**src/rtl/ysyx_22041211_idu_stage.sv**
```systemverilog
// NPC decode stage: instruction queue from IFU, RV32I/M/Zicsr decoder,
// and a registered decoded bundle handed to EXU over valid/ready.
package ysyx_22041211_idu_pkg;
  localparam logic [3:0] ALU_NOP  = 4'd0;
  localparam logic [3:0] ALU_ADD  = 4'd1;
  localparam logic [3:0] ALU_SUB  = 4'd2;
  localparam logic [3:0] ALU_SLL  = 4'd3;
  localparam logic [3:0] ALU_SLT  = 4'd4;
  localparam logic [3:0] ALU_SLTU = 4'd5;
  localparam logic [3:0] ALU_XOR  = 4'd6;
  localparam logic [3:0] ALU_SRL  = 4'd7;
  localparam logic [3:0] ALU_SRA  = 4'd8;
  localparam logic [3:0] ALU_OR   = 4'd9;
  localparam logic [3:0] ALU_AND  = 4'd10;

  localparam logic [3:0] SEL_NONE  = 4'd0;
  localparam logic [3:0] SEL_RR    = 4'd1;
  localparam logic [3:0] SEL_RI    = 4'd2;
  localparam logic [3:0] SEL_PCIMM = 4'd3;
  localparam logic [3:0] SEL_IMM   = 4'd4;
  localparam logic [3:0] SEL_PC4   = 4'd5;
  localparam logic [3:0] SEL_CSR   = 4'd6;

  localparam logic [2:0] BR_NONE = 3'd0;
  localparam logic [2:0] BR_BEQ  = 3'd1;
  localparam logic [2:0] BR_BNE  = 3'd2;
  localparam logic [2:0] BR_BLT  = 3'd3;
  localparam logic [2:0] BR_BGE  = 3'd4;
  localparam logic [2:0] BR_BLTU = 3'd5;
  localparam logic [2:0] BR_BGEU = 3'd6;

  localparam logic [2:0] CSR_NONE  = 3'd0;
  localparam logic [2:0] CSR_RW    = 3'd1;
  localparam logic [2:0] CSR_RS    = 3'd2;
  localparam logic [2:0] CSR_ECALL = 3'd3;
  localparam logic [2:0] CSR_MRET  = 3'd4;

  typedef struct packed {
    logic [31:0] pc;
    logic [3:0]  aluop;
    logic [3:0]  alusel;
    logic        wd;
    logic [4:0]  wreg;
    logic [4:0]  reg1;
    logic [4:0]  reg2;
    logic [31:0] imm;
    logic [2:0]  branch_type;
    logic [31:0] branch_target;
    logic [1:0]  store_type;
    logic [2:0]  load_type;
    logic        jmp_flag;
    logic        jalr;
    logic [31:0] jmp_target;
    logic [11:0] csr_addr;
    logic [2:0]  csr_flag;
    logic        muldiv;
    logic [2:0]  muldiv_op;
    logic        illegal;
  } id_ex_t;
endpackage

module ysyx_22041211_idu_stage
  import ysyx_22041211_idu_pkg::*;
#(
  parameter int XLEN   = 32,
  parameter int QDEPTH = 2,
  parameter int EN_M   = 0,
  parameter int EN_CSR = 1
) (
  input  logic            clk,
  input  logic            rst,
  input  logic            flush_i,
  input  logic            in_valid_i,
  output logic            in_ready_o,
  input  logic [XLEN-1:0] in_pc_i,
  input  logic [31:0]     in_inst_i,
  output logic            out_valid_o,
  input  logic            out_ready_i,
  output logic [XLEN-1:0] pc_o,
  output logic [3:0]      aluop_o,
  output logic [3:0]      alusel_o,
  output logic            wd_o,
  output logic [4:0]      wreg_o,
  output logic [4:0]      reg1_addr_o,
  output logic [4:0]      reg2_addr_o,
  output logic [31:0]     imm_o,
  output logic [2:0]      branch_type_o,
  output logic [XLEN-1:0] branch_target_o,
  output logic [1:0]      store_type_o,
  output logic [2:0]      load_type_o,
  output logic            jmp_flag_o,
  output logic            jalr_o,
  output logic [XLEN-1:0] jmp_target_o,
  output logic [11:0]     csr_addr_o,
  output logic [2:0]      csr_flag_o,
  output logic            muldiv_o,
  output logic [2:0]      muldiv_op_o,
  output logic            illegal_o
);

  if (XLEN != 32) begin : g_xlen_chk
    $error("XLEN must be 32");
  end
  if (QDEPTH < 2 || QDEPTH > 8 || (QDEPTH & (QDEPTH - 1)) != 0) begin : g_qd_chk
    $error("QDEPTH must be a power of two in 2..8");
  end

  localparam int PW = $clog2(QDEPTH);
  localparam int CW = PW + 1;

  logic [31:0]   mem_pc   [QDEPTH];
  logic [31:0]   mem_inst [QDEPTH];
  logic [PW-1:0] wr_ptr;
  logic [PW-1:0] rd_ptr;
  logic [CW-1:0] count;
  logic          push;
  logic          load;
  logic          valid;
  id_ex_t        q;
  id_ex_t        d;

  assign in_ready_o = (count != CW'(QDEPTH));
  assign push = in_valid_i & in_ready_o;
  assign load = (count != '0) & (!valid | out_ready_i);

  // queue storage; pointers alone decide what is live
  always_ff @(posedge clk) begin
    if (push) begin
      mem_pc[wr_ptr]   <= in_pc_i;
      mem_inst[wr_ptr] <= in_inst_i;
    end
  end

  // queue pointers and occupancy
  always_ff @(posedge clk) begin
    if (rst || flush_i) begin
      wr_ptr <= '0;
      rd_ptr <= '0;
      count  <= '0;
    end else begin
      if (push) wr_ptr <= wr_ptr + 1'b1;
      if (load) rd_ptr <= rd_ptr + 1'b1;
      count <= count + CW'(push) - CW'(load);
    end
  end

  logic [31:0] inst, hpc;
  logic [6:0]  opc, f7;
  logic [2:0]  f3;
  logic [4:0]  rd, rs1, rs2;
  logic [31:0] imm_i, imm_s, imm_b, imm_u, imm_j;
  logic        ok;

  assign inst  = mem_inst[rd_ptr];
  assign hpc   = mem_pc[rd_ptr];
  assign opc   = inst[6:0];
  assign f3    = inst[14:12];
  assign f7    = inst[31:25];
  assign rd    = inst[11:7];
  assign rs1   = inst[19:15];
  assign rs2   = inst[24:20];
  assign imm_i = {{20{inst[31]}}, inst[31:20]};
  assign imm_s = {{20{inst[31]}}, inst[31:25], inst[11:7]};
  assign imm_b = {{19{inst[31]}}, inst[31], inst[7],
                  inst[30:25], inst[11:8], 1'b0};
  assign imm_u = {inst[31:12], 12'b0};
  assign imm_j = {{11{inst[31]}}, inst[31], inst[19:12],
                  inst[20], inst[30:21], 1'b0};

  // decode the queue head into a full bundle
  always_comb begin
    d  = '0;
    ok = 1'b0;
    unique case (1'b1)
      opc == 7'b0110111: begin
        ok = 1'b1; d.wd = 1'b1; d.wreg = rd;
        d.imm = imm_u; d.alusel = SEL_IMM; d.aluop = ALU_ADD;
      end
      opc == 7'b0010111: begin
        ok = 1'b1; d.wd = 1'b1; d.wreg = rd;
        d.imm = imm_u; d.alusel = SEL_PCIMM; d.aluop = ALU_ADD;
      end
      opc == 7'b1101111: begin
        ok = 1'b1; d.wd = 1'b1; d.wreg = rd;
        d.imm = imm_j; d.alusel = SEL_PC4; d.aluop = ALU_ADD;
        d.jmp_flag = 1'b1; d.jmp_target = hpc + imm_j;
      end
      opc == 7'b1100111: begin
        ok = (f3 == 3'b000); d.wd = 1'b1; d.wreg = rd;
        d.reg1 = rs1; d.imm = imm_i; d.alusel = SEL_PC4;
        d.aluop = ALU_ADD; d.jmp_flag = 1'b1; d.jalr = 1'b1;
      end
      opc == 7'b1100011: begin
        ok = (f3 != 3'b010) && (f3 != 3'b011);
        d.reg1 = rs1; d.reg2 = rs2; d.imm = imm_b;
        d.alusel = SEL_RR; d.aluop = ALU_SUB;
        case (f3)
          3'b000:  d.branch_type = BR_BEQ;
          3'b001:  d.branch_type = BR_BNE;
          3'b100:  d.branch_type = BR_BLT;
          3'b101:  d.branch_type = BR_BGE;
          3'b110:  d.branch_type = BR_BLTU;
          default: d.branch_type = BR_BGEU;
        endcase
      end
      opc == 7'b0000011: begin
        ok = 1'b1; d.wd = 1'b1; d.wreg = rd; d.reg1 = rs1;
        d.imm = imm_i; d.alusel = SEL_RI; d.aluop = ALU_ADD;
        case (f3)
          3'b000:  d.load_type = 3'd1;
          3'b001:  d.load_type = 3'd2;
          3'b010:  d.load_type = 3'd3;
          3'b100:  d.load_type = 3'd4;
          3'b101:  d.load_type = 3'd5;
          default: ok = 1'b0;
        endcase
      end
      opc == 7'b0100011: begin
        ok = (f3 < 3'd3); d.reg1 = rs1; d.reg2 = rs2;
        d.imm = imm_s; d.alusel = SEL_RI; d.aluop = ALU_ADD;
        d.store_type = f3[1:0] + 2'd1;
      end
      opc == 7'b0010011: begin
        ok = 1'b1; d.wd = 1'b1; d.wreg = rd; d.reg1 = rs1;
        d.imm = imm_i; d.alusel = SEL_RI;
        case (f3)
          3'b000: d.aluop = ALU_ADD;
          3'b010: d.aluop = ALU_SLT;
          3'b011: d.aluop = ALU_SLTU;
          3'b100: d.aluop = ALU_XOR;
          3'b110: d.aluop = ALU_OR;
          3'b111: d.aluop = ALU_AND;
          3'b001: begin
            d.aluop = ALU_SLL; ok = (f7 == 7'b0);
          end
          default: begin
            d.aluop = (f7 == 7'b0) ? ALU_SRL : ALU_SRA;
            ok = (f7 == 7'b0) || (f7 == 7'b0100000);
          end
        endcase
      end
      opc == 7'b0110011: begin
        ok = 1'b1; d.wd = 1'b1; d.wreg = rd;
        d.reg1 = rs1; d.reg2 = rs2; d.alusel = SEL_RR;
        if (f7 == 7'b0) begin
          case (f3)
            3'b000:  d.aluop = ALU_ADD;
            3'b001:  d.aluop = ALU_SLL;
            3'b010:  d.aluop = ALU_SLT;
            3'b011:  d.aluop = ALU_SLTU;
            3'b100:  d.aluop = ALU_XOR;
            3'b101:  d.aluop = ALU_SRL;
            3'b110:  d.aluop = ALU_OR;
            default: d.aluop = ALU_AND;
          endcase
        end else if (f7 == 7'b0100000) begin
          ok = (f3 == 3'b000) || (f3 == 3'b101);
          d.aluop = (f3 == 3'b000) ? ALU_SUB : ALU_SRA;
        end else if (f7 == 7'b0000001) begin
          ok = (EN_M != 0); d.muldiv = 1'b1;
          d.muldiv_op = f3; d.aluop = ALU_NOP;
        end else begin
          ok = 1'b0;
        end
      end
      opc == 7'b1110011: begin
        if (inst == 32'h0000_0073) begin
          ok = 1'b1; d.jmp_flag = 1'b1; d.csr_flag = CSR_ECALL;
        end else if (inst == 32'h3020_0073) begin
          ok = 1'b1; d.jmp_flag = 1'b1; d.csr_flag = CSR_MRET;
          d.csr_addr = inst[31:20];
        end else if (f3 == 3'b001 || f3 == 3'b010) begin
          ok = 1'b1; d.wd = 1'b1; d.wreg = rd; d.reg1 = rs1;
          d.alusel = SEL_CSR; d.csr_addr = inst[31:20];
          d.csr_flag = (f3 == 3'b001) ? CSR_RW : CSR_RS;
        end
        if (EN_CSR == 0) ok = 1'b0;
      end
      default: ok = 1'b0;
    endcase
    if (ok) begin
      d.branch_target = hpc + d.imm;
    end else begin
      d = '0;
      d.illegal = 1'b1;
    end
    d.pc = hpc;
  end

  // output bundle register: load on pop, hold while stalled
  always_ff @(posedge clk) begin
    if (rst || flush_i) begin
      valid <= 1'b0;
      if (rst) q <= '0;
    end else if (load) begin
      valid <= 1'b1;
      q     <= d;
    end else if (out_ready_i) begin
      valid <= 1'b0;
    end
  end

  assign out_valid_o     = valid;
  assign pc_o            = q.pc;
  assign aluop_o         = q.aluop;
  assign alusel_o        = q.alusel;
  assign wd_o            = q.wd;
  assign wreg_o          = q.wreg;
  assign reg1_addr_o     = q.reg1;
  assign reg2_addr_o     = q.reg2;
  assign imm_o           = q.imm;
  assign branch_type_o   = q.branch_type;
  assign branch_target_o = q.branch_target;
  assign store_type_o    = q.store_type;
  assign load_type_o     = q.load_type;
  assign jmp_flag_o      = q.jmp_flag;
  assign jalr_o          = q.jalr;
  assign jmp_target_o    = q.jmp_target;
  assign csr_addr_o      = q.csr_addr;
  assign csr_flag_o      = q.csr_flag;
  assign muldiv_o        = q.muldiv;
  assign muldiv_op_o     = q.muldiv_op;
  assign illegal_o       = q.illegal;

endmodule

```
**config.mk**
```make
export PLATFORM = sky130hd
export DESIGN_NAME = ysyx_22041211_idu_stage
export DESIGN_NICKNAME = d
export VERILOG_FILES = /design/src/rtl/ysyx_22041211_idu_stage.sv
export SDC_FILE = /design/constraint.sdc
export NUM_CORES = 1
export LEC_CHECK = 0
export BUFFER_PORTS_ARGS = -buffer_cell sky130_fd_sc_hd__buf_4
export CAP_MARGIN = 10
export CORE_MARGIN = 2
export CORE_UTILIZATION = 52
export DETAILED_ROUTE_END_ITERATION = 8
export PLACE_DENSITY = 0.83
export SLEW_MARGIN = 20
export SYNTH_ARGS = -nofsm -noshare
export SYNTH_HDL_FRONTEND = slang
export SYNTH_SLANG_ARGS = --single-unit
```
**constraint.sdc**
```tcl
create_clock -name clk -period 4.9 [get_ports clk]
set_clock_uncertainty 0.15 [all_clocks]
set_input_delay 0.245 -clock clk [delete_from_list [all_inputs] [get_ports clk]]
set_output_delay 0.245 -clock clk [all_outputs]
set_load 0.02 [all_outputs]
```
-- Yosys cells after proc, flatten, opt, wreduce, memory -nomap -nowiden
Memories as Yosys holds them, arrays and structs flattened. A register that Yosys moved wholly into a read port is not among the register bits.
Index checks and enable logic that the tools add are counted.
- bits in writable memories: 128
- output and inout port bits: 184
- memories: 2
- flip-flop bits (word level): 187
- muxes and demuxes: 57
- $add $sub $neg: 7
- bitwise logic cells: 3
- reductions and logical operators: 24
- order comparisons: 1
- equality and inequality tests: 25
- memory list (memory ; depth ; bits a word ; read ports ; clocked after Yosys merged registers in ; wr ports ; RTL line ; RTL):
    mem_inst ; 2 ; 32 ; 1 ; 1 ; 1 ; 112 ; logic [31:0] mem_inst [QDEPTH];
    mem_pc ; 2 ; 32 ; 1 ; 1 ; 1 ; 111 ; logic [31:0] mem_pc [QDEPTH];
- operator list (operator ; number):
    $mux 182 ; 3
    $pmux 32 s5 ; 1
    $mux 59 ; 2
    $add 32x32->32 ; 2
    $mux 32 ; 2
    $pmux 4 s7 ; 2
    $mux 15 ; 3
    $mux 14 ; 3
    $eq 32x30->1 const B ; 1
    $eq 32x7->1 const B ; 1
    $mux 4 ; 8
    $pmux 3 s5 ; 2
    $eq 7x6->1 const B ; 4
    $eq 7x7->1 const B ; 4
    $pmux 4 s6 ; 1
    $reduce_or 6->1 ; 3
    $mux 1 ; 17
    $pmux 4 s4 ; 1
    $eq 7x5->1 const B ; 2
    $eq 3x3->1 const B ; 4
    $mux 12 ; 1
    $pmux 6 s2 ; 1
    $reduce_or 3->1 ; 4
    $pmux 5 s2 ; 1
    28 further kinds ; 44

-- Logic depth before layout (Yosys ltp)
Gate-level depths: netlist (run 1).
- depth after elaboration: 9
- gate-level depth with buffers: 21

-- Worst setup path before layout (run 1)
No wires, ideal clock.
- path kind: register to register
- start: reg (tool-made name)
- end: reg q (netlist bit branch_target_o[30]) (data pin)
- cell stages (with the launch flop): 18
- slack: -122 ps
- arrival: 4615 ps
- data required time: 4493 ps
- library setup time: 257 ps
- clock period less this slack: 5022 ps
- path through: dfxtp_1 buf_4 buf_4 buf_2 clkbuf_1 buf_2 clkbuf_1 mux2_2 ha_1 clkbuf_1 and4_1 a221o_1 a2111oi_0 o311ai_0 nand3_1 a32oi_1 xnor2_1 nor2_1
- RTL lines (item ; RTL line ; RTL):
    end signal, assigned ; 294 ; if (rst) q <= '0;
    end signal, assigned ; 297 ; q <= d;
    end, declared ; 119 ; id_ex_t q;

==> impl_metrics.toml, run 1 <==
[run_status]
outcome = "finished clean"

[global_route]
grt.busiest_layer = "met2"
first_pass_grt_wire_length_mm = 63.9
grt.total_usage_pct = 27.2
grt_pass1_vias = 11200
grt_max_degree = 69
global_route.usage.met1_pct = 37.9
grt_use_met3_pct = 4.42
grt_total_ovfl = 0
groute.layer.met2.usage_pct = 43.9
antenna_violations_before_repair = 0

[synth]
synth-edff-count = 309
synth_compound_area_share_pct = 10.6
flip_flop_and_latch_count_after_synthesis = 315
dominantRegCellSynth = "sky130_fd_sc_hd__edfxtp_1"
syn_inst = 1265
largest_family_of_logic_cells_by_synthesized_area = "simple AND/OR/NAND/NOR gates"
synth_warnings = 0
post_synth_and_or_nand_nor_area_fraction_pct = 13.0
synth_sequential_area_ratio_pct = 60.4
synthMuxAreaShare_pct = 4.11
synthAdderAreaFrac_pct = 6.12
synth_area_um2 = 15600
async_reset_ff_share_pct = 0
ys_types = 81
yosys.area_share.xor_xnor_pct = 3.32
synthesis.area_per_instance_um2 = 12.3

[cells_and_area]
n_fill_cell = 2102
layout.core_utilization_pct = 66.9
area_used_by_multi_input_combinational_logic_um2 = 5850
layout.nets = 1757
area.sequential_um2 = 9400
layout_commonest_cell = "sky130_fd_sc_hd__edfxtp_1"
final_layout_size_suffix_gt1_share_pct = 24.8
layout.cells.most_common_list = "309 x sky130_fd_sc_hd__edfxtp_1, 294 x sky130_fd_sc_hd__buf_4, 147 x sky130_fd_sc_hd__nor2_1"
fin_cells = 2026
antenna-diode-count = 0
syn_to_final_growth_pct = 27.0

[die]
die_w_um = 177
floorplan.initialDensity_pct = 52.7
io_pins = 253
die_area_um2 = 31300
floorplan.core_area_um2 = 29600
std_cell_rows = 63
dieHeight_um = 177

[clock_network]
cts_htree_levels = 1
cts.sinks = 315
tritoncts = "built"
path_clk_slew_ns = 0.07
cts-buffers-inserted = 31
clock-root-buffer = "sky130_fd_sc_hd__clkbuf_16"
clk-insertion-delay-late_ns = 0.57
cts-root-to-sink-buffers = 3

[route]
firstDrtPassIters = 5
detail-route-antenna-nets = 0
drt-vias-per-instance = 5.79
route.vias.total = 11700
drt_first_iter_violations = 1176
drt-total-wl_mm = 43.5
avgRoutedWirePerCell_um = 21.5
number_of_remaining_drc_errors = 0

[pwr]
power_per_cell_area_nw_per_um2 = 358
total_leakage_power_nw = 7.87
max-vdd-ir-drop_v = 0.000281
total_power_mw = 7.08

[place]
io_buffers = 251
gpl.final_weighted_congestion = 0.983
dpl.hpwl_mm = 31.7
dp_cells = 1905
place_worst_setup_slack_ns = 0.0256

[worst_setup_path]
cp.arrival_ns = 4.87
ff2ff_path_depth = 15
path_cells = "buf_4, mux2i_1, inv_1, ha_1, inv_1, fa_1, inv_1, a21o_1, a211o_1, a221oi_1, o21ba_2, o31ai_1, o31ai_1, xnor2_1, nor2_1"
critical_path.max_fanout = 52
ff2ff_setup_slack_ns = 0.21
worst_setup_path_endpoint = "jmp_target_o[31]$_SDFFCE_PP0P_"
cell_type_of_the_slowest_stage_on_the_worst_timing_path = "sky130_fd_sc_hd__buf_4"
critical_setup_path_class = "reg2reg"
worst-endpoint-required_ns = 5.07
timing.critical_path.from_type = "flop"
critPathMostFrequentCell = "sky130_fd_sc_hd__inv_1"
worst_setup_path_end_kind = "flop"
slowest_delay_ns = 0.65
critical_path.reg2reg.endpoint = "jmp_target_o[31]$_SDFFCE_PP0P_"

[sta]
grt_setup_unrepaired = "false"
tightest_slew_ns = 1.11
maxSlewHeadroom_pct = 26.0
timing_max_transition_violations_final = 0
setup_slack_ns = 0.207
period_needed_ns = 4.69
final_hold_viol_count = 0
finalSetupViolations = 0
tns_ns = 0
min_period_over_period_pct = 95.8
fmaxAchievable_ghz = 0.213

[hold_path]
holdCritPathClass = "in2reg"

[job]
number_of_max_capacitance_violations_reported = 0
worst min-delay path by stage:
stage                        startpoint                         to  slack (ns)  depth (start not counted)
final                        in_valid_i        wr_ptr$_SDFFE_PP0P_        0.05                          4
after global routing         in_valid_i        wr_ptr$_SDFFE_PP0P_        0.09                          4
after detailed placement     in_pc_i[6]     mem_pc[1][6]$_DFFE_PP_        0.28                          1
after floorplan            in_inst_i[0]   mem_inst[0][0]$_DFFE_PP_        0.19                          0
after CTS                    in_valid_i        wr_ptr$_SDFFE_PP0P_        0.01                          4
after global placement    in_inst_i[10]  mem_inst[0][10]$_DFFE_PP_        0.28                          1
cells in the mapped netlist (all sizes together) (3+ instances only):
master | count | area share (%)
xnor2 | 30 | 1.7
a211oi | 7 | 0.34
a211o | 5 | 0.28
and2 | 9 | 0.37
ha | 73 | 5.9
a21boi | 3 | 0.14
mux2 | 28 | 2.0
mux2i | 32 | 2.1
or3 | 9 | 0.43
or2 | 5 | 0.22
a31oi | 14 | 0.56
a22oi | 3 | 0.18
nand2 | 63 | 1.5
nor2 | 158 | 4.0
o21a | 8 | 0.39
clkbuf | 31 | 0.75
o311ai | 3 | 0.17
o22ai | 6 | 0.24
and4 | 3 | 0.17
o21bai | 4 | 0.19
inv | 42 | 1.0
nand4 | 4 | 0.16
a21o | 31 | 1.5
and3 | 14 | 0.56
a32oi | 3 | 0.17
nor3b | 4 | 0.19
nor4 | 8 | 0.42
a21oi | 65 | 2.1
a221oi | 4 | 0.23
edfxtp | 309 | 60
dfxtp | 6 | 0.77
o21ai | 66 | 2.1
o211ai | 5 | 0.24
buf | 18 | 0.64
nor3 | 19 | 0.61
o31ai | 5 | 0.24
xor2 | 29 | 1.6
nand3 | 21 | 0.68
nor2b | 62 | 2.5
a2111oi | 5 | 0.29
nand2b | 17 | 0.68
o32a | 3 | 0.19
state kept, by name, summed over array words and instances (netlist names), 3 cells and up, named ones only:
name / cells
aluop_o: 4
alusel_o: 3
branch_target_o: 32
branch_type_o: 3
csr_addr_o: 12
csr_flag_o: 3
imm_o: 32
jmp_target_o: 32
load_type_o: 3
mem_inst: 64
mem_pc: 64
muldiv_op_o: 3
pc_o: 32
reg1_addr_o: 5
reg2_addr_o: 5
wreg_o: 5
critical path: cells and delay by family, from the launching register on:
family,cells,cell delay (ns)
xor gates and xnor gates,1,0.16
and+or+nand+nor,1,0.05
AOI/OAI and AO/OA,6,1.85
DFF,1,0.43
muxes,1,0.45
buffers and inverters,4,0.90
adders and majority gates,2,0.42
timing repair:
action	4_1_cts	5_1_grt
endpoints found under the hold margin	129	0
endpoints found under the setup margin	1	10
setup buffers	0	0
resized for setup	1	7
pin swaps	0	0
hold buffers	65	0
per-layer routing:
metal	wire length (µm)	up-vias
met3	4020	87
met4	1400	0
li1	-	5383
met2	20400	620
met1	17700	5647
met5	0	-
cell type report:
| class | count | share of cell area [%] |
|---|---|---|
| clock inverters | 20 | 0.981 |
| inverters | 43 | 0.817 |
| clock buffers | 36 | 4.02 |
| multi-input cells | 862 | 29.6 |
| well taps | 390 | 2.47 |
| repair buffers | 360 | 14.6 |
| flip-flops and latches | 315 | 47.6 |
cell families (layout without fill, tap and decap cells):
logic type,after synthesis,count (layout)
buffers and inverters,92,459
AOI/OAI and AO/OA,257,257
xor gates and xnor gates,59,59
and+or+nand+nor,406,406
other,1,5
adders and majority gates,75,75
muxes,60,60
DFF,315,315
report_power, final:
part           switching (mW)  internal [mW]
sequential             0.0713           3.16
combinational           0.912          0.597
clock                    1.02           1.32
per-stage QoR:
step	hold slack, ns	cell area, µm²
global placement	0.280	18100
finish	0.0543	19800
detailed placement	0.283	18100
global route	0.0883	19800
floorplan	0.194	15600
CTS	0.0110	19700
Power figures use the tool's default switching activity.
==> run 2, diff against run 1 <==
CORE_UTILIZATION = 53   (was 52)
CTS_BUF_LIST = sky130_fd_sc_hd__clkbuf_2   (was not set)
PLACE_DENSITY = 0.85   (was 0.83)
==> run 2 against run 1 <==
Effect of this change: clock power shrank 24%; hold slack gained 0.019 ns; cell area grew 2.0%; setup slack lost 0.0093 ns; total power shrank 7.3%; core utilization grew 3.2 points; routed wire length grew 5.4%; combinational power grew 3%; sequential power is essentially flat; fmax shrank 0.20%; sequential share of layout area shrank 0.95 points; critical path type unchanged.
==> impl_metrics.toml, run 2 (synthesis results as in run 1) <==
[route]
drt_first_iter_violations = 1269
detail-route-antenna-nets = 0
drt-vias-per-instance = 5.66
firstDrtPassIters = 6
drt-total-wl_mm = 45.9
route.vias.total = 12200
avgRoutedWirePerCell_um = 21.2
number_of_remaining_drc_errors = 0

[sta]
period_needed_ns = 4.70
finalSetupViolations = 0
fmaxAchievable_ghz = 0.213
tightest_slew_ns = 1.05
grt_setup_unrepaired = "false"
timing_max_transition_violations_final = 0
min_period_over_period_pct = 96.0
maxSlewHeadroom_pct = 29.6
tns_ns = 0
final_hold_viol_count = 0

[run_status]
outcome = "finished clean"

[worst_setup_path]
ff2ff_path_depth = 16
worst-endpoint-required_ns = 5.30
cell_type_of_the_slowest_stage_on_the_worst_timing_path = "sky130_fd_sc_hd__buf_4"
worst_setup_path_end_kind = "flop"
critical_setup_path_class = "reg2reg"
critPathMostFrequentCell = "sky130_fd_sc_hd__inv_1"
path_cells = "buf_4, mux2i_1, buf_4, inv_1, ha_1, inv_1, fa_1, inv_1, a21o_1, a211o_1, a221oi_1, a21oi_1, a31oi_1, o21ai_0, xnor2_1, nor2_1"
timing.critical_path.from_type = "flop"
slowest_delay_ns = 0.64
cp.arrival_ns = 5.11
critical_path.reg2reg.endpoint = "jmp_target_o[19]$_SDFFCE_PP0P_"
critical_path.max_fanout = 52
ff2ff_setup_slack_ns = 0.20

[pwr]
total_leakage_power_nw = 8.22
power_per_cell_area_nw_per_um2 = 325
total_power_mw = 6.56
max-vdd-ir-drop_v = 0.000212

[clock_network]
cts-root-to-sink-buffers = 3
clk-insertion-delay-late_ns = 0.88
path_clk_slew_ns = 0.11
cts.sinks = 315
number_of_buffers_inserted_to_repair_setup_after_cts = 0
clock-root-buffer = "sky130_fd_sc_hd__clkbuf_2"
cts-buffers-inserted = 75
cts_htree_levels = 3
tritoncts = "built"

[job]
number_of_max_capacitance_violations_reported = 0

[die]
dieHeight_um = 175
die_area_um2 = 30800
io_pins = 253
floorplan.core_area_um2 = 28800
floorplan.initialDensity_pct = 54.1
die_w_um = 175
std_cell_rows = 62

[cells_and_area]
n_fill_cell = 2012
final_layout_size_suffix_gt1_share_pct = 26.8
layout.nets = 1873
stdcell_area_um2 = 20200
syn_to_final_growth_pct = 29.6
fin_cells = 2161
layout.cells.most_common_list = "309 x sky130_fd_sc_hd__edfxtp_1, 298 x sky130_fd_sc_hd__buf_4, 147 x sky130_fd_sc_hd__nor2_1"
layout_commonest_cell = "sky130_fd_sc_hd__edfxtp_1"
registers_with_the_highest_flip_flop_counts = "mem_inst: 64 flops, mem_pc: 64 flops"

[hold_path]
worstHoldStart = "in_pc_i[15]"
hold_path_depth = 2
timing.hold.worst_endpoint = "mem_pc[1][15]$_DFFE_PP_"
holdCritPathClass = "in2reg"

[place]
gpl.final_weighted_congestion = 0.932
dpl.hpwl_mm = 32.2
dp_cells = 1903
detailed_place.area_um2 = 18100
io_buffers = 251

[global_route]
antenna_violations_before_repair = 1
grt.total_usage_pct = 29.5
grt_pass1_vias = 12300
grt_max_degree = 99
first_pass_grt_wire_length_mm = 68.8
grt_total_ovfl = 0
-- run 2: cell count changes in the layout (fill, tap and decap cells not counted), sizes merged, moves of 2 or more --
cell | previous run | this run
clkinv | 11 | 13
diode | 0 | 2
dlygate4sd3 | 65 | 133
clkbuf | 36 | 106
buf | 295 | 299
clkinvlp | 5 | 1
-- run 2: layout make-up --
cell class	count	area [µm²]	share of cell area [%]
Inverter	43	161	0.800
Timing Repair Buffer	432	3590	17.8
Sequential cell	315	9400	46.6
Clock buffer	106	531	2.63
Tap cell	384	480	2.38
Clock inverter	17	150	0.744
Antenna cell	2	5.00	0.0248
Multi-Input combinational cell	862	5850	29.0
-- run 2: metrics by stage --
stage	utilization [%]	worst slack [ns]	hold WS, ns
floorplan	-	0.0300	0.194
global placement	63.0	0.204	0.281
detailed placement	63.0	0.0909	0.284
CTS	70.0	0.0224	0.0106
global route	70.1	0.0102	0.0168
finish	70.1	0.198	0.0729
-- run 2: worst max-delay path, delay by kind of cell, from the launching register on --
| family | cells | cell delay (ns) |
|---|---|---|
| buf+inv | 5 | 1.11 |
| flops | 1 | 0.43 |
| simple gates | 1 | 0.05 |
| compound gates | 6 | 1.76 |
| fa+ha+maj | 2 | 0.42 |
| mux | 1 | 0.35 |
| xor+xnor | 1 | 0.15 |
-- run 2: metal layers --
metal	vias up	GRT usage, %	wire [µm]
met2	663	47.3	21500
met1	5791	38.9	18300
met4	0	11.9	1660
li1	5658	-	-
met3	112	6.95	4430
met5	-	0	0
-- run 2: how the worst max path moves through the flow --
stage	start	end	slack, ns	cells past startpoint
6_report	flop	jmp_target_o[19]$_SDFFCE_PP0P_	0.20	16
3_5_place_dp	flop	branch_target_o[30]$_SDFFCE_PP0P_	0.09	18
3_3_place_gp	flop	branch_target_o[30]$_SDFFCE_PP0P_	0.20	18
5_1_grt	flop	jmp_target_o[19]$_SDFFCE_PP0P_	0.01	16
4_1_cts	mem_inst[0][2]$_DFFE_PP_	branch_target_o[30]$_SDFFCE_PP0P_	0.02	18
2_1_floorplan	flop	branch_target_o[30]$_SDFFCE_PP0P_	0.03	17
-- run 2: where the power goes --
| part | total (mW) | switching (mW) | internal (mW) | leakage, nW |
|---|---|---|---|---|
| Sequential | 3.23 | 0.0704 | 3.16 | 3.13 |
| Clock | 1.77 | 1.03 | 0.731 | 0.513 |
| Combinational | 1.56 | 0.928 | 0.637 | 4.57 |
-- run 2: timing repair --
action,4_1_cts,5_1_grt
setup endpoints to repair,0,7
resized for setup,0,7
hold buffers,133,0
hold endpoints to repair,191,0
==> run 3, diff against run 2 <==
RECOVER_POWER = 100   (was not set)
==> run 3 against run 2 <==
Effect of this change: highest routed layer unchanged; register-to-register slack got worse by 0.03 ns; first-iteration DRC count shrank 2.6%; fmax fell by 0.69%; clock power hardly changed; count of clock-buffer cells in the layout unchanged; core utilization is 2.7 points lower; cell count is the same; combinational power down 6%; the run now ends with max-capacitance violations, max-slew violations left; sequential power about the same; total power shrank 1.5%; largest cell class unchanged; sequential share of layout area is 1.9 points higher.
==> impl_metrics.toml, run 3 (synthesis results as in run 1) <==
[die]
io_pins = 253
floorplan.core_area_um2 = 28800
std_cell_rows = 62
floorplan.initialDensity_pct = 54.1
die_w_um = 175
die_area_um2 = 30800
dieHeight_um = 175

[worst_setup_path]
cell_type_of_the_slowest_stage_on_the_worst_timing_path = "sky130_fd_sc_hd__buf_4"
critPathMostFrequentCell = "sky130_fd_sc_hd__inv_1"
critical_path.max_fanout = 52
slowest_delay_ns = 0.64
cp.arrival_ns = 5.14
critical_setup_path_class = "reg2reg"
worst-endpoint-required_ns = 5.30
worst_setup_path_end_kind = "flop"
critical_path.reg2reg.endpoint = "jmp_target_o[31]$_SDFFCE_PP0P_"
ff2ff_setup_slack_ns = 0.17
ff2ff_path_depth = 16
timing.critical_path.from_type = "flop"
path_cells = "buf_4, mux2i_1, buf_4, inv_1, ha_1, inv_1, fa_1, inv_1, a21o_1, a211o_1, a221oi_1, o21ba_1, o31ai_1, o31ai_1, xnor2_1, nor2_1"

[clock_network]
cts.sinks = 315
tritoncts = "built"
path_clk_slew_ns = 0.10
cts-buffers-inserted = 75
number_of_buffers_inserted_to_repair_setup_after_cts = 0
clock-root-buffer = "sky130_fd_sc_hd__clkbuf_2"
cts-root-to-sink-buffers = 3
clk-insertion-delay-late_ns = 0.87
cts_htree_levels = 3

[global_route]
grt_total_ovfl = 0
grt_max_degree = 99
first_pass_grt_wire_length_mm = 68.8
grt.total_usage_pct = 29.5
grt_pass1_vias = 12300
antenna_violations_before_repair = 1

[route]
number_of_remaining_drc_errors = 0
drt-vias-per-instance = 5.67
drt-total-wl_mm = 46.0
avgRoutedWirePerCell_um = 21.3
detail-route-antenna-nets = 0
drt_first_iter_violations = 1236
route.vias.total = 12300
firstDrtPassIters = 5

[cells_and_area]
registers_with_the_highest_flip_flop_counts = "mem_inst: 64 flops, mem_pc: 64 flops"
stdcell_area_um2 = 19400
layout.nets = 1873
fin_cells = 2161
syn_to_final_growth_pct = 24.5
layout.cells.most_common_list = "309 x sky130_fd_sc_hd__edfxtp_1, 187 x sky130_fd_sc_hd__clkbuf_1, 157 x sky130_fd_sc_hd__nor2_1"
final_layout_size_suffix_gt1_share_pct = 15.4
layout_commonest_cell = "sky130_fd_sc_hd__edfxtp_1"
layout.core_utilization_pct = 67.4

[pwr]
power_switching_mw = 2.03
netSwitchingFraction_pct = 31.4
comb_power_share_pct = 22.6
total_leakage_power_nw = 7.48
max-vdd-ir-drop_v = 0.000209
total_power_mw = 6.46
clkPwrFrac_pct = 27.3
sequential_group_share_of_total_power_pct = 50.1
power_per_cell_area_nw_per_um2 = 333
power.internal_mw = 4.43

[sta]
maxSlewHeadroom_pct = -109
hold_slack_ns = 0.158
fmaxAchievable_ghz = 0.211
tightest_slew_ns = 3.12
timing_max_transition_violations_final = 240
min_period_over_period_pct = 96.6
grt_setup_unrepaired = "false"
finalSetupViolations = 0
final_hold_viol_count = 0
setup_slack_ns = 0.165
tns_ns = 0
period_needed_ns = 4.73

[hold_path]
worstHoldStart = "out_ready_i"
timing.hold.worst_endpoint = "out_valid_o$_SDFFE_PP0P_"
holdCritPathClass = "in2reg"
hold_path_depth = 4

[place]
detailed_place.area_um2 = 18100
place_worst_setup_slack_ns = 0.0909
dp_cells = 1903
dpl.hpwl_mm = 32.2
gpl.final_weighted_congestion = 0.932
io_buffers = 251

[job]
number_of_max_capacitance_violations_reported = 5

[run_status]
failed_checks = "max-capacitance violations, max-slew violations"
outcome = "finished, violations left"
run 3: worst max path at each step:
| stage | endpoint | slack (ns) | cells after the start |
|---|---|---|---|
| floorplan | branch_target_o[30]$_SDFFCE_PP0P_ | 0.03 | 17 |
| global placement | branch_target_o[30]$_SDFFCE_PP0P_ | 0.20 | 18 |
| detailed placement | branch_target_o[30]$_SDFFCE_PP0P_ | 0.09 | 18 |
| CTS | branch_target_o[30]$_SDFFCE_PP0P_ | 0.02 | 18 |
| global route | branch_target_o[30]$_SDFFCE_PP0P_ | 0.004 | 18 |
| finish | jmp_target_o[31]$_SDFFCE_PP0P_ | 0.17 | 16 |
run 3: routing by layer:
metal | global-route usage (%) | vias to the layer above | part of all wire (%)
met4 | 11.9 | 0 | 3.5
met5 | 0 | - | 0
met2 | 47.3 | 655 | 47
met1 | 38.9 | 5816 | 40
li1 | - | 5668 | -
met3 | 6.95 | 114 | 9.4
run 3: worst max-delay path, delay by kind of cell, from the launching register on:
kind	cells	cell delay (ns)
AOI/OAI and AO/OA	6	1.78
buffers and inverters	5	1.12
DFF	1	0.43
adders and majority gates	2	0.41
muxes	1	0.37
xor gates and xnor gates	1	0.15
and+or+nand+nor	1	0.06
run 3: area by class of cell:
type,instances,area [µm²]
sequential,315,9400
fill,2267,9390
multi-input combinational,862,5800
timing repair buffer,432,2850
clock buffer,106,531
tap,384,480
inverter,43,161
clock inverter,17,150
antenna,2,5.00
run 3: power by group through the flow:
stage | clock network, mW | logic, mW | registers, mW
after detailed placement | 0 | 1.45 | 3.29
after global routing | 1.91 | 1.57 | 3.25
after floorplan | 0 | 0.768 | 3.43
after global placement | 0 | 1.43 | 3.28
after CTS | 1.77 | 1.54 | 3.22
final | 1.77 | 1.46 | 3.24
run 3: repair_timing:
action | in CTS | in global routing
setup endpoints to repair | 0 | 7
resized for setup | 0 | 7
endpoints found under the hold margin | 191 | 0
hold buffers | 133 | 0
